$ cat config.mk
export PLATFORM = sky130hd
export DESIGN_NAME = morse_decoder_controller
export DESIGN_NICKNAME = d
export VERILOG_FILES = /design/src/rtl/morse_pkg.sv /design/src/rtl/morse_lut.sv /design/src/rtl/morse_decoder_controller.sv
export SDC_FILE = /design/constraint.sdc
export NUM_CORES = 1
export LEC_CHECK = 0
export ABC_AREA = 0
export BUFFER_PORTS_ARGS = -buffer_cell sky130_fd_sc_hd__buf_2
export CORE_MARGIN = 4
export CORE_UTILIZATION = 55
export CTS_BUF_LIST = sky130_fd_sc_hd__clkbuf_2 sky130_fd_sc_hd__clkbuf_4 sky130_fd_sc_hd__clkbuf_8
export CTS_CLUSTER_DIAMETER = 30
export CTS_CLUSTER_SIZE = 25
export DETAILED_ROUTE_END_ITERATION = 8
export GPL_ROUTABILITY_DRIVEN = 1
export PLACE_DENSITY = 0.73
export SYNTH_ARGS = -nofsm -noshare
export SYNTH_HDL_FRONTEND = slang
export SYNTH_HIERARCHICAL = 1
export SYNTH_SLANG_ARGS = --single-unit
$ cat constraint.sdc
create_clock -name clk -period 8.62 [get_ports clk]
set_input_delay 2.155 -clock clk [delete_from_list [all_inputs] [get_ports clk]]
set_output_delay 2.155 -clock clk [all_outputs]
set_load 0.05 [all_outputs]
$ cat src/rtl/morse_pkg.sv
// Shared FSM state type, segment constants and buffer depth for the Morse decoder.
// Segment bytes are active-high {dp, g, f, e, d, c, b, a}.
package morse_pkg;

    typedef enum logic [1:0] {
        StIdle,
        StPress,
        StGap,
        StCommit
    } morse_state_e;

    localparam int unsigned BufDepth = 8;

    localparam logic [7:0] SegBlank = 8'h00;
    localparam logic [7:0] SegErr   = 8'h40;

    localparam logic [7:0] SegA = 8'h77;
    localparam logic [7:0] SegB = 8'h7c;
    localparam logic [7:0] SegC = 8'h39;
    localparam logic [7:0] SegD = 8'h5e;
    localparam logic [7:0] SegE = 8'h79;
    localparam logic [7:0] SegF = 8'h71;
    localparam logic [7:0] SegG = 8'h3d;
    localparam logic [7:0] SegH = 8'h76;
    localparam logic [7:0] SegI = 8'h30;
    localparam logic [7:0] SegJ = 8'h1e;
    localparam logic [7:0] SegK = 8'h75;
    localparam logic [7:0] SegL = 8'h38;
    localparam logic [7:0] SegM = 8'h37;
    localparam logic [7:0] SegN = 8'h54;
    localparam logic [7:0] SegO = 8'h5c;
    localparam logic [7:0] SegP = 8'h73;
    localparam logic [7:0] SegQ = 8'h67;
    localparam logic [7:0] SegR = 8'h50;
    localparam logic [7:0] SegS = 8'h6d;
    localparam logic [7:0] SegT = 8'h78;
    localparam logic [7:0] SegU = 8'h3e;
    localparam logic [7:0] SegV = 8'h1c;
    localparam logic [7:0] SegW = 8'h2a;
    localparam logic [7:0] SegX = 8'h64;
    localparam logic [7:0] SegY = 8'h6e;
    localparam logic [7:0] SegZ = 8'h5b;

    localparam logic [7:0] Seg0 = 8'h3f;
    localparam logic [7:0] Seg1 = 8'h06;
    localparam logic [7:0] Seg2 = 8'h5b;
    localparam logic [7:0] Seg3 = 8'h4f;
    localparam logic [7:0] Seg4 = 8'h66;
    localparam logic [7:0] Seg5 = 8'h6d;
    localparam logic [7:0] Seg6 = 8'h7d;
    localparam logic [7:0] Seg7 = 8'h07;
    localparam logic [7:0] Seg8 = 8'h7f;
    localparam logic [7:0] Seg9 = 8'h6f;

endpackage

$ cat src/rtl/morse_lut.sv
// Combinational Morse code lookup: (length, pattern) -> {valid, segment byte}.
// Digits (5-symbol codes) decode only when MORSE_DIGITS_EN is defined.
module morse_lut
    import morse_pkg::*;
(
    input  logic [2:0] len_i,
    input  logic [4:0] pat_i,
    output logic       valid_o,
    output logic [7:0] seg_o
);

    // First symbol sits in the MSB of the used field; dot = 0, dash = 1.
    always_comb begin
        valid_o = 1'b1;
        seg_o   = SegErr;
        case ({len_i, pat_i})
            {3'd1, 5'b00000}: seg_o = SegE;
            {3'd1, 5'b00001}: seg_o = SegT;
            {3'd2, 5'b00000}: seg_o = SegI;
            {3'd2, 5'b00001}: seg_o = SegA;
            {3'd2, 5'b00010}: seg_o = SegN;
            {3'd2, 5'b00011}: seg_o = SegM;
            {3'd3, 5'b00000}: seg_o = SegS;
            {3'd3, 5'b00001}: seg_o = SegU;
            {3'd3, 5'b00010}: seg_o = SegR;
            {3'd3, 5'b00011}: seg_o = SegW;
            {3'd3, 5'b00100}: seg_o = SegD;
            {3'd3, 5'b00101}: seg_o = SegK;
            {3'd3, 5'b00110}: seg_o = SegG;
            {3'd3, 5'b00111}: seg_o = SegO;
            {3'd4, 5'b00000}: seg_o = SegH;
            {3'd4, 5'b00001}: seg_o = SegV;
            {3'd4, 5'b00010}: seg_o = SegF;
            {3'd4, 5'b00100}: seg_o = SegL;
            {3'd4, 5'b00110}: seg_o = SegP;
            {3'd4, 5'b00111}: seg_o = SegJ;
            {3'd4, 5'b01000}: seg_o = SegB;
            {3'd4, 5'b01001}: seg_o = SegX;
            {3'd4, 5'b01010}: seg_o = SegC;
            {3'd4, 5'b01011}: seg_o = SegY;
            {3'd4, 5'b01100}: seg_o = SegZ;
            {3'd4, 5'b01101}: seg_o = SegQ;
`ifdef MORSE_DIGITS_EN
            {3'd5, 5'b11111}: seg_o = Seg0;
            {3'd5, 5'b01111}: seg_o = Seg1;
            {3'd5, 5'b00111}: seg_o = Seg2;
            {3'd5, 5'b00011}: seg_o = Seg3;
            {3'd5, 5'b00001}: seg_o = Seg4;
            {3'd5, 5'b00000}: seg_o = Seg5;
            {3'd5, 5'b10000}: seg_o = Seg6;
            {3'd5, 5'b11000}: seg_o = Seg7;
            {3'd5, 5'b11100}: seg_o = Seg8;
            {3'd5, 5'b11110}: seg_o = Seg9;
`endif
            default: valid_o = 1'b0;
        endcase
    end

endmodule

$ cat src/rtl/morse_decoder_controller.sv
// Morse key decoder: times key presses/releases, decodes letters and keeps an
// 8-character segment display buffer. Define MORSE_DIGITS_EN to decode digits.
module morse_decoder_controller
    import morse_pkg::*;
#(
    parameter int unsigned TICK_DIV   = 100000,
    parameter int unsigned DASH_TICKS = 30,
    parameter int unsigned GAP_TICKS  = 60
) (
    input  logic                    clk,
    input  logic                    rst,
    input  logic                    en,
    input  logic                    key_in,
    input  logic                    backspace,
    output logic [8*BufDepth-1:0]   seg_dec,
    output logic [2:0]              sym_count,
    output logic                    err
);

    localparam int unsigned DivW   = $clog2(TICK_DIV + 1);
    localparam int unsigned PressW = $clog2(DASH_TICKS + 1);
    localparam int unsigned GapW   = $clog2(GAP_TICKS + 1);
    localparam int unsigned FillW  = $clog2(BufDepth + 1);
    localparam int unsigned SegW   = 8 * BufDepth;

    morse_state_e      state_q, state_d;
    logic [DivW-1:0]   div_q, div_d;
    logic [PressW-1:0] press_q, press_d;
    logic [GapW-1:0]   gap_q, gap_d;
    logic [4:0]        sym_q, sym_d;
    logic [2:0]        len_q, len_d;
    logic              bad_q, bad_d;
    logic [SegW-1:0]   seg_q, seg_d;
    logic [FillW-1:0]  fill_q, fill_d;
    logic              err_q, err_d;
    logic              key_q, key_prev_q;
    logic              bs_q, bs_prev_q;

    logic              tick;
    logic              key_rise, key_fall, bs_rise;
    logic              lut_valid;
    logic [7:0]        lut_seg;
    logic [7:0]        push_seg;

    assign key_rise = en & key_q & ~key_prev_q;
    assign key_fall = en & ~key_q & key_prev_q;
    assign bs_rise  = en & bs_q & ~bs_prev_q;

    morse_lut u_lut (
        .len_i   (len_q),
        .pat_i   (sym_q),
        .valid_o (lut_valid),
        .seg_o   (lut_seg)
    );

    assign push_seg = (bad_q || !lut_valid) ? SegErr : lut_seg;

    always_comb begin
        div_d = div_q;
        tick  = 1'b0;
        if (en) begin
            if (div_q == DivW'(TICK_DIV - 1)) begin
                div_d = '0;
                tick  = 1'b1;
            end else begin
                div_d = div_q + DivW'(1);
            end
        end
    end

    always_comb begin
        state_d = state_q;
        press_d = press_q;
        gap_d   = gap_q;
        sym_d   = sym_q;
        len_d   = len_q;
        bad_d   = bad_q;
        seg_d   = seg_q;
        fill_d  = fill_q;
        err_d   = err_q;

        if (!en) begin
            state_d = StIdle;
            press_d = '0;
            gap_d   = '0;
            sym_d   = '0;
            len_d   = '0;
            bad_d   = 1'b0;
        end else begin
            unique case (state_q)
                StIdle: begin
                    if (key_rise) begin
                        state_d = StPress;
                        press_d = '0;
                    end
                end
                StPress: begin
                    if (key_fall) begin
                        // A sixth symbol only poisons the letter; the held code is kept.
                        if (len_q == 3'd5) begin
                            bad_d = 1'b1;
                        end else begin
                            sym_d = {sym_q[3:0], (press_q == PressW'(DASH_TICKS))};
                            len_d = len_q + 3'd1;
                        end
                        state_d = StGap;
                        gap_d   = '0;
                    end else if (tick && press_q != PressW'(DASH_TICKS)) begin
                        press_d = press_q + PressW'(1);
                    end
                end
                StGap: begin
                    if (key_rise) begin
                        state_d = StPress;
                        press_d = '0;
                    end else if (tick) begin
                        if (gap_q == GapW'(GAP_TICKS - 1)) begin
                            state_d = StCommit;
                        end else begin
                            gap_d = gap_q + GapW'(1);
                        end
                    end
                end
                StCommit: begin
                    if (push_seg == SegErr) begin
                        err_d = 1'b1;
                    end
                    if (fill_q == FillW'(BufDepth)) begin
                        err_d = 1'b1;
                    end else begin
                        seg_d  = {seg_q[SegW-9:0], push_seg};
                        fill_d = fill_q + FillW'(1);
                    end
                    sym_d   = '0;
                    len_d   = '0;
                    bad_d   = 1'b0;
                    state_d = StIdle;
                end
                default: state_d = StIdle;
            endcase

            // Backspace acts on the post-commit buffer, so a same-cycle commit is undone.
            if (bs_rise) begin
                if (state_q == StPress || state_q == StGap) begin
                    state_d = StIdle;
                    press_d = '0;
                    gap_d   = '0;
                    sym_d   = '0;
                    len_d   = '0;
                    bad_d   = 1'b0;
                end else if (fill_d != '0) begin
                    seg_d  = {SegBlank, seg_d[SegW-1:8]};
                    fill_d = fill_d - FillW'(1);
                    err_d  = 1'b0;
                end
            end
        end
    end

    always_ff @(posedge clk or posedge rst) begin
        if (rst) begin
            state_q    <= StIdle;
            div_q      <= '0;
            press_q    <= '0;
            gap_q      <= '0;
            sym_q      <= '0;
            len_q      <= '0;
            bad_q      <= 1'b0;
            seg_q      <= '0;
            fill_q     <= '0;
            err_q      <= 1'b0;
            key_q      <= 1'b0;
            key_prev_q <= 1'b0;
            bs_q       <= 1'b0;
            bs_prev_q  <= 1'b0;
        end else begin
            state_q    <= state_d;
            div_q      <= div_d;
            press_q    <= press_d;
            gap_q      <= gap_d;
            sym_q      <= sym_d;
            len_q      <= len_d;
            bad_q      <= bad_d;
            seg_q      <= seg_d;
            fill_q     <= fill_d;
            err_q      <= err_d;
            key_q      <= key_in;
            key_prev_q <= key_q;
            bs_q       <= backspace;
            bs_prev_q  <= bs_q;
        end
    end

    assign seg_dec   = seg_q;
    assign sym_count = len_q;
    assign err       = err_q;

endmodule
# Word level (Yosys, flattened, before mapping)
# Index checks and enable logic that the tools add are counted.
# totals
ff_bits	112
in_bits	5
out_inout_bits	68
word_cells	138
# op_classes
addsub	6
n_eq_ne	36
n_mux	65
bitwise	9
reduce_logical	8
# ops
cell	n
64-bit 2-to-1 mux	5
7-bit one-hot mux with 26 select lines	1
8-bit by 7-bit == test with 1-bit output, second input constant	13
8-bit == test, second input constant	12
5-bit 2-to-1 mux	11
6-bit 2-to-1 mux	7
26-bit OR reduction	1
4-bit 2-to-1 mux	6
5-bit one-hot mux with 2 select lines	2
17-bit by 1-bit adder with 17-bit output, second input constant	1
17-bit == test, second input constant	1
17-bit 2-to-1 mux	1
8-bit by 6-bit == test with 1-bit output, second input constant	2
2-bit 2-to-1 mux	8
3-bit 2-to-1 mux	5
1-bit 2-to-1 mux	14
6-bit one-hot mux with 2 select lines	1
8-bit 2-to-1 mux	1
2-bit one-hot mux with 4 select lines	1
6-bit by 1-bit adder with 6-bit output, second input constant	1
1-bit AND	6
6-bit == test, second input constant	1
3-bit one-hot mux with 2 select lines	1
5-bit by 1-bit adder with 5-bit output, second input constant	1
other kinds (17)	21

# Logic depth before layout (Yosys ltp)
# Gate-level depths: netlist of run 1.
# logic_depth
word_depth	13
ltp_mapped	12
depth_no_buf	10

# Hierarchy
# Netlist of run 1, hierarchy kept.
# by_module_without_submodules
mod	n_inst	cells_each	area_each_um2	seq_area_each_um2
morse_decoder_controller	1	662	6167.2	2802.7
morse_lut	1	119	793.3	0.0

# Worst setup path before layout of run 1
# OpenSTA, ideal clock, no wires.
# synth_path
kind	input to register
from	in en
to	reg gap_q[5]
setup_time_ps	82
arrival_time_ps	3486
required_ps	8538
setup_slack_ps	5052
cell_stages	5
path_buffers	1
path_cell_list	nand4_1 -> or2_0 -> buf_2 -> or4_1 -> a31oi_1
# synth_between
elab_chain_cells	7
elab_cells_between_ends	14
classes_between	mux (8); bitwise (6)
# synth_rtl
element	line_no	source
start, declared	morse_decoder_controller.sv:12	input logic en,
1-bit 2-to-1 mux (tied with other cells)	morse_decoder_controller.sv:61	if (en) begin
6-bit 2-to-1 mux (tied with other cells)	morse_decoder_controller.sv:116	end else if (tick) begin
6-bit 2-to-1 mux (on tied branches)	morse_decoder_controller.sv:113, morse_decoder_controller.sv:98	
6-bit one-hot mux with 2 select lines	morse_decoder_controller.sv:90	unique case (state_q)
6-bit 2-to-1 mux	morse_decoder_controller.sv:144	if (state_q == StPress || state_q == StGap) begin
6-bit 2-to-1 mux	morse_decoder_controller.sv:143	if (bs_rise) begin
6-bit 2-to-1 mux (*)	morse_decoder_controller.sv:82	if (!en) begin
net gap_d[5]	morse_decoder_controller.sv:29	logic [GapW-1:0] gap_q, gap_d;
end signal, assigned	morse_decoder_controller.sv:180	gap_q <= gap_d;
end, declared	morse_decoder_controller.sv:29	
# Mark *: on every way through the listed nets, which the timed path passes. The rest lies on a longest branch.
# A chain may end at the register's enable or synchronous reset.

# Worst setup path after layout of run 1
# layout_path
from	in en
to	reg fill_q[0]
# layout_between
elab_chain_cells	3
# layout_rtl
element	line_no	source
1-bit AND (2 in series)	morse_decoder_controller.sv:47	assign bs_rise = en & bs_q & ~bs_prev_q;
4-bit 2-to-1 mux	morse_decoder_controller.sv:143	
end signal, assigned	morse_decoder_controller.sv:185	fill_q <= fill_d;
end, declared	morse_decoder_controller.sv:34	logic [FillW-1:0] fill_q, fill_d;
# Parallel ways exist; a longest one is shown, timed or not.

==> Implementation_results.wiki, run 1 <==
{| class="wikitable"
! Metric !! Value
|-
| Run status || completed
|-
| Clock input transition at the sequential cells of the worst setup and hold paths || 0.11 ns
|-
| Tcrit/Tclk final || 0.496
|-
| Final global-route overflow total || 0
|-
| Max-slew violations || 0
|-
| Ratio of cells with drive above 1 in the final layout || 0.149
|-
| Syn-to-layout area delta || 8.13%
|-
| Hold-critical path depth || 0
|-
| Initial core utilization || 0.570
|-
| Most frequently used cell type in the post-synthesis netlist || sky130_fd_sc_hd__dfrtp_1
|-
| Standard-cell rows || 40
|-
| Post-Synthesis Cell Area || 6960 µm²
|-
| Arrival time at the worst endpoint || 4.56 ns
|-
| Max IR drop VDD || around 0.19 mV
|-
| Top post-synthesis cells by count || sky130_fd_sc_hd__dfrtp_1, sky130_fd_sc_hd__nand2_1, sky130_fd_sc_hd__nor2_1
|-
| Root buffer selected by CTS || sky130_fd_sc_hd__clkbuf_8
|-
| Biggest area contributors in the synthesized netlist || sky130_fd_sc_hd__dfrtp_1, sky130_fd_sc_hd__o32ai_1, sky130_fd_sc_hd__a32oi_1
|-
| Number of antenna-violating nets in the routed design || 0
|-
| H-tree levels || 3
|-
| PwrDens || 282 nW/µm²
|-
| Iter 0 DRT Violations || between 800 and 900
|-
| Number of sinks on the clock net || 112
|-
| Crit path time final || roughly 4.3 ns
|-
| Area after detailed placement || 7300 µm²
|-
| Via-per-instance ratio || 6.76
|-
| Total die area || 14,500 µm²
|-
| Critical path class || input port to flip-flop
|-
| Weighted congestion at the end of routability-driven global placement || 0.946
|-
| Tightest hold margin || 0.467 ns
|-
| Count of flip-flops with a built-in enable after synthesis || 0
|-
| Post-CTS Resized || 0
|-
| Highest attainable clock frequency || about 230 MHz
|-
| CP endpoint kind || flip-flop
|-
| Max-slew headroom at the worst pin || 0.193
|-
| Horizontal die dimension || between 100 and 150 µm
|-
| Number of instances in the placed design || 963
|-
| Post-Synthesis Cells || 781
|-
| Clock Tree Buf Depth || 2
|-
| Drt first pass iters || 5
|-
| Register Area || 2800 µm²
|-
| Drt total wl || ~18,000 µm
|-
| Clock tree from TritonCTS || built
|-
| Core region area || around 12,000 µm²
|-
| Wire length of the first global-routing pass || 30,800 µm
|-
| Clock buffers created by TritonCTS || 9
|-
| Number of primary I/O pins || 73
|-
| Sum Neg Setup Slack || 0 ns
|-
| Diodes inserted || 0
|-
| Nets || 824
|-
| Finished Layout Cells || 979
|-
| Post-CTS setup-driven buffer insertion count || 0
|-
| Yosys top cell by area || sky130_fd_sc_hd__dfrtp_1
|-
| Worst-margin pin slew || 1.21 ns
|-
| P_leak || around 3.1 nW
|-
| Final clock skew || 0.0134 ns
|-
| Number of fill cells || between 1k and 1.5k
|-
| Setup violation total in the final timing report || 0
|-
| R2R cell count || 9
|-
| Count of endpoints failing hold in the final timing report || 0
|-
| Input/output buffers || 72
|-
| Yosys cell types || 82
|-
| Average cell area after synthesis || 8.91 µm²
|-
| Post-synthesis async set-or-reset flop share || 1.00
|-
| Sum of net half-perimeters after detailed placement || 11,800 µm
|-
| Antenna violations before repair || 0
|-
| Total area of multi-input combinational cells || 3770 µm²
|-
| Syn. warnings || 6
|-
| Remaining DRCs || 0
|-
| Clock latency on the worst-skew pair || 0.40 ns
|-
| Required @ worst endpoint || 8.90 ns
|-
| Syn nets || 799
|-
| Vias after detailed routing || 6,621
|-
| Portion of synthesized cell area occupied by the leading cell type || 0.403
|-
| Setup repair after global routing missed its margin || false
|-
| Quantity of hold-fixing buffers added after cts || 0
|-
| Primary FF master, synth || sky130_fd_sc_hd__dfrtp_1
|-
| Min-Delay Path Class || flip-flop to flip-flop
|-
| Overall global routing resource usage || 0.253
|-
| Flip-flop and latch count after synthesis || 112
|-
| Pin count of the biggest net entering global routing || 87
|-
| Post-route cell area || roughly 7500 µm²
|-
| Proportion of synthesized chip area in sequential cells || 0.403
|-
| Die boundary height || 120 µm
|-
| Critical-path maximum fanout || 31
|-
| Max Cap Violations || 0
|-
| Routed wirelength normalized by instance count || between 15 and 20 µm
|-
| Startpoint Class || input port
|-
| Vias in the first global route || 6,228
|}
## registers in the layout (all words and copies together) (netlist names)
name and flops:
bad_q 1, bs_prev_q 1, bs_q 1, div_q 17, err 1, fill_q 4, gap_q 6, key_prev_q 1
key_q 1, press_q 5, seg_dec 64, state_q 2, sym_count 3, sym_q 5
## worst paths after layout
path                            start            to  slack, ns
min                             key_q    key_prev_q       0.47
max reg2reg                state_q[0]     fill_q[0]       4.34
max in group asynchronous         rst  sym_count[0]       5.49
max                                en     fill_q[0]       4.34
min reg2reg                     key_q    key_prev_q       0.47
min in group asynchronous         rst   seg_dec[61]       1.73
## kinds of logic after synthesis
family,after synthesis,synth area share
AND/OR/NAND/NOR,312,0.231
AO/OA/AOI/OAI,228,0.251
flip-flops,112,0.403
buffers and inverters,90,0.0564
XOR/XNOR,17,0.0225
adder cells (fa/ha/maj),13,0.0234
multiplexers,8,0.0119
other,1,0.000539
## per-layer routing
metal | track usage | wire, µm
met1 | 0.360 | 8260
met2 | 0.392 | 8610
met3 | 0.0472 | 1180
met4 | 0.0807 | 256
met5 | 0 | 0
## layout by cell type, fill, tap and decap left out, drive strengths merged, types with 13 or more instances in the layout
cell   count
a21oi     29
a31oi     20
a32oi     39
and3      15
buf       79
dfrtp    112
ha        13
inv       26
nand2     85
nand3     23
nor2      83
nor3      15
o21ai     20
o22ai     15
o32ai     45
or3       13
## power by group
part	total, mW	leakage (nW)	switching, mW	internal, mW
logic	0.900	1.63	0.672	0.228
clock network	0.367	0.114	0.190	0.177
registers	0.855	1.40	0.188	0.667
total	2.12	3.14	1.05	1.07
## metrics by stage
| step | setup WS [ns] | power, mW | utilization |
|---|---|---|---|
| 6_report | 4.34 | 2.12 | 0.616 |
| 5_1_grt | 4.08 | 2.22 | 0.616 |
| 4_1_cts | 4.40 | 2.13 | 0.616 |
| 3_5_place_dp | 3.98 | 1.76 | 0.597 |
| 3_3_place_gp | 4.13 | 1.74 | 0.597 |
| 2_1_floorplan | 3.51 | 1.51 | - |
## worst max-delay path, cell delays in order
cell                        delay [ns]
sky130_fd_sc_hd__buf_2            0.40
sky130_fd_sc_hd__nand4bb_1        0.28
sky130_fd_sc_hd__a21oi_1          0.26
sky130_fd_sc_hd__o21a_1           0.68
sky130_fd_sc_hd__a21oi_1          0.37
sky130_fd_sc_hd__a221o_1          0.39
## area by class of cell
| type | instances | share of cell area |
|---|---|---|
| Clock buffer | 11 | 0.0193 |
| Clock inverter | 5 | 0.0113 |
| Inverter | 25 | 0.0128 |
| Multi-Input combinational cell | 579 | 0.501 |
| Sequential cell | 112 | 0.372 |
| Tap cell | 168 | 0.0279 |
| Timing Repair Buffer | 79 | 0.0549 |
Power figures use the tool's default switching activity.
==> inputs of run 2 (changes only) <==
--- a/config.mk
+++ b/config.mk
@@ -14,7 +14,7 @@
 export CTS_CLUSTER_SIZE = 25
 export DETAILED_ROUTE_END_ITERATION = 8
 export GPL_ROUTABILITY_DRIVEN = 1
-export PLACE_DENSITY = 0.73
+export PLACE_DENSITY = 0.76
 export SYNTH_ARGS = -nofsm -noshare
 export SYNTH_HDL_FRONTEND = slang
 export SYNTH_HIERARCHICAL = 1
==> constraint.sdc (replaced) <==
create_clock -name clk -period 3.7 [get_ports clk]
set_input_delay 0.925 -clock clk [delete_from_list [all_inputs] [get_ports clk]]
set_output_delay 0.925 -clock clk [all_outputs]
set_load 0.05 [all_outputs]
==> run 2 against run 1 <==
Against the previous run:
- first-iteration DRC count fell by 7.6%
- die area did not move
- power rose by 130%
- flip-flop and latch count unchanged
- clock skew rose by 0.0019 ns
- largest cell class unchanged
==> Implementation_results.wiki, run 2 (synthesis gave the netlist of run 1 again) <==
{| class="wikitable"
! Metric !! Value
|-
| Start point of the critical path || fill_q[0]
|-
| P_leak || 3.19 nW (+1.4%)
|-
| Slowest-stage cell, CP || sky130_fd_sc_hd__o21a_1
|-
| Most common library cell in the layout ignoring fill and taps || sky130_fd_sc_hd__dfrtp_1
|-
| Iter 0 DRT Violations || 830 (-7.6%)
|-
| Setup violation total in the final timing report || 0 (unchanged)
|-
| Setup repair after global routing missed its margin || false
|-
| R2R cell count || 11 (+2)
|-
| Slowest Stage Delay on Critical Path || 0.67 ns (about the same)
|-
| Sum Neg Setup Slack || 0 ns (unchanged)
|-
| Number of antenna-violating nets in the routed design || 0 (unchanged)
|-
| Startpoint Class || flip-flop
|-
| Overall global routing resource usage || 0.261 (+0.00778)
|-
| Final clock skew || 0.0153 ns (+0.00189 ns)
|-
| Hold-critical path depth || 0 (unchanged)
|-
| Total die area || 14,500 µm² (unchanged)
|-
| Sum of net half-perimeters after detailed placement || 12,400 µm (+5.4%)
|-
| Input/output buffers || 72 (unchanged)
|-
| Vias in the first global route || 6,291 (+1.0%)
|-
| Largest register FFs || 64 (unchanged)
|-
| Ratio of cells with drive above 1 in the final layout || 0.163 (+0.0134)
|-
| Syn-to-layout area delta || 9.10%
|-
| Root buffer selected by CTS || sky130_fd_sc_hd__clkbuf_8
|-
| Clock buffers created by TritonCTS || 9 (unchanged)
|-
| Required @ worst endpoint || 4.01 ns (-4.89 ns)
|-
| Arrival time at the worst endpoint || 3.57 ns (-0.99 ns)
|-
| Run status || completed
|-
| Min-Delay Path Class || flip-flop to flip-flop
|-
| Setup slack of the worst register-to-register path || 0.44 ns (-3.90 ns)
|-
| Vias after detailed routing || 6,683 (+0.94%)
|-
| Number of primary I/O pins || 73 (unchanged)
|-
| Pin count of the biggest net entering global routing || 66 (-24%)
|-
| Core region area || 12,200 µm² (unchanged)
|-
| Top library cells by usage in the layout, fill and taps aside || sky130_fd_sc_hd__dfrtp_1, sky130_fd_sc_hd__nand2_1, sky130_fd_sc_hd__nor2_1
|-
| Worst reg2reg endpoint || seg_dec[7]
|-
| Critical-path maximum fanout || 21 (-32%)
|-
| Terminating pin of the worst hold path || bs_prev_q
|-
| Diodes inserted || 0 (unchanged)
|-
| Number of sinks on the clock net || 112 (unchanged)
|-
| Weighted congestion at the end of routability-driven global placement || 0.903 (-4.6%)
|-
| Final global-route overflow total || 0 (unchanged)
|-
| Tcrit/Tclk final || 0.881
|-
| Crit path time final || 3.26 ns
|-
| Max IR drop VDD || 0.380 mV (+100%)
|-
| Quantity of hold-fixing buffers added after cts || 0 (unchanged)
|-
| Clock latency on the worst-skew pair || 0.40 ns (about the same)
|-
| Clock tree from TritonCTS || built
|-
| H-tree levels || 3 (unchanged)
|-
| Critical path class || flip-flop to flip-flop
|-
| Post-CTS Resized || 0 (unchanged)
|-
| Die boundary height || 120 µm (unchanged)
|-
| Antenna violations before repair || 0 (unchanged)
|-
| Count of endpoints failing hold in the final timing report || 0 (unchanged)
|-
| Sequence of cells on the critical path || inv_1, ha_1, and3b_1, nor3_1, nor2_1, ha_1, o211ai_1, o21a_1, a21oi_1, buf_4, a31oi_1
|-
| PwrDens || 634 nW/µm² (+120%)
|-
| Worst flop-to-flop path startpoint || fill_q[0]
|-
| CP endpoint kind || flip-flop
|-
| Max-slew violations || 0 (unchanged)
|-
| Most frequent cell on the critical path || sky130_fd_sc_hd__ha_1
|-
| Clock Tree Buf Depth || 2 (unchanged)
|-
| Standard-cell rows || 40 (unchanged)
|-
| Post-CTS setup-driven buffer insertion count || 0 (unchanged)
|-
| Worst-margin pin slew || 0.953 ns (-0.254 ns)
|-
| Max-slew headroom at the worst pin || 0.363 (+0.170)
|-
| Clock input transition at the sequential cells of the worst setup and hold paths || 0.11 ns (about the same)
|-
| Max Cap Violations || 0 (unchanged)
|-
| Hold path start || bs_q
|-
| Highest attainable clock frequency || 307 MHz
|-
| Initial core utilization || 0.570 (unchanged)
|-
| Drt first pass iters || 5 (unchanged)
|-
| Pre-CTS worst setup slack || 0.517 ns (-3.47 ns)
|-
| Horizontal die dimension || 120 µm (unchanged)
|-
| Wire length of the first global-routing pass || 31,700 µm (+2.7%)
|-
| Drt total wl || 18,800 µm (+2.8%)
|-
| Via-per-instance ratio || 6.74 (-0.39%)
|-
| Nets || 837 (+1.6%)
|-
| Routed wirelength normalized by instance count || 19.0 µm (+1.5%)
|-
| Setup slack of the critical path after layout || 0.440 ns (-3.90 ns)
|-
| Remaining DRCs || 0 (unchanged)
|}
-- run 2: cell count changes in the layout (fill, tap and decap cells not counted), sizes merged --
cell | previous run | this run
buf | 79 | 92
bufinv | 2 | 0
inv | 26 | 25
clkbuf | 11 | 10
clkinv | 1 | 4
clkinvlp | 1 | 2
-- run 2: final cells by class --
cell class	count	area, µm²
tap	168	210
clock buffer	10	131
inverter	25	97.6
multi-input combinational	579	3770
sequential	112	2800
fill	1089	4620
clock inverter	6	42.5
timing repair buffer	92	536
-- run 2: power by group --
part,total (mW),internal [mW],switching (mW)
Clock,0.700,0.257,0.443
Sequential,1.99,1.55,0.436
Combinational,2.12,0.548,1.57
Total,4.81,2.36,2.45
-- run 2: worst max-delay path: cells and delay by family, from the launching register on --
| kind | cells | cell delay [ns] |
|---|---|---|
| buf+inv | 2 | 0.32 |
| flops | 1 | 0.45 |
| fa+ha+maj | 2 | 0.48 |
| compound gates | 4 | 1.24 |
| simple gates | 3 | 0.68 |
-- run 2: per-stage QoR --
step | power (mW) | cell area (µm²) | hold slack [ns] | util | instances
floorplan | 3.52 | 6960 | 0.404 | - | 781
global placement | 4.06 | 7420 | 0.473 | 0.608 | 976
detailed placement | 4.12 | 7420 | 0.475 | 0.608 | 976
CTS | 4.81 | 7590 | 0.494 | 0.622 | 992
global route | 5.05 | 7590 | 0.518 | 0.622 | 992
finish | 4.81 | 7590 | 0.504 | 0.622 | 992
-- run 2: worst max path at each step --
stage,cells past startpoint,end,slack (ns)
floorplan,11,seg_dec[0],1.23
global placement,7,div_q[16],0.66
detailed placement,11,seg_dec[1],0.52
CTS,11,seg_dec[7],0.49
global route,9,seg_dec[7],0.17
finish,11,seg_dec[7],0.44
-- run 2: metal layers --
| metal | GRT usage | up-vias | part of all wire |
|---|---|---|---|
| li1 | - | 3045 | - |
| met1 | 0.383 | 3295 | 0.44 |
| met2 | 0.393 | 315 | 0.47 |
| met3 | 0.0514 | 28 | 0.072 |
| met4 | 0.0737 | 0 | 0.015 |
| met5 | 0 | - | 0 |
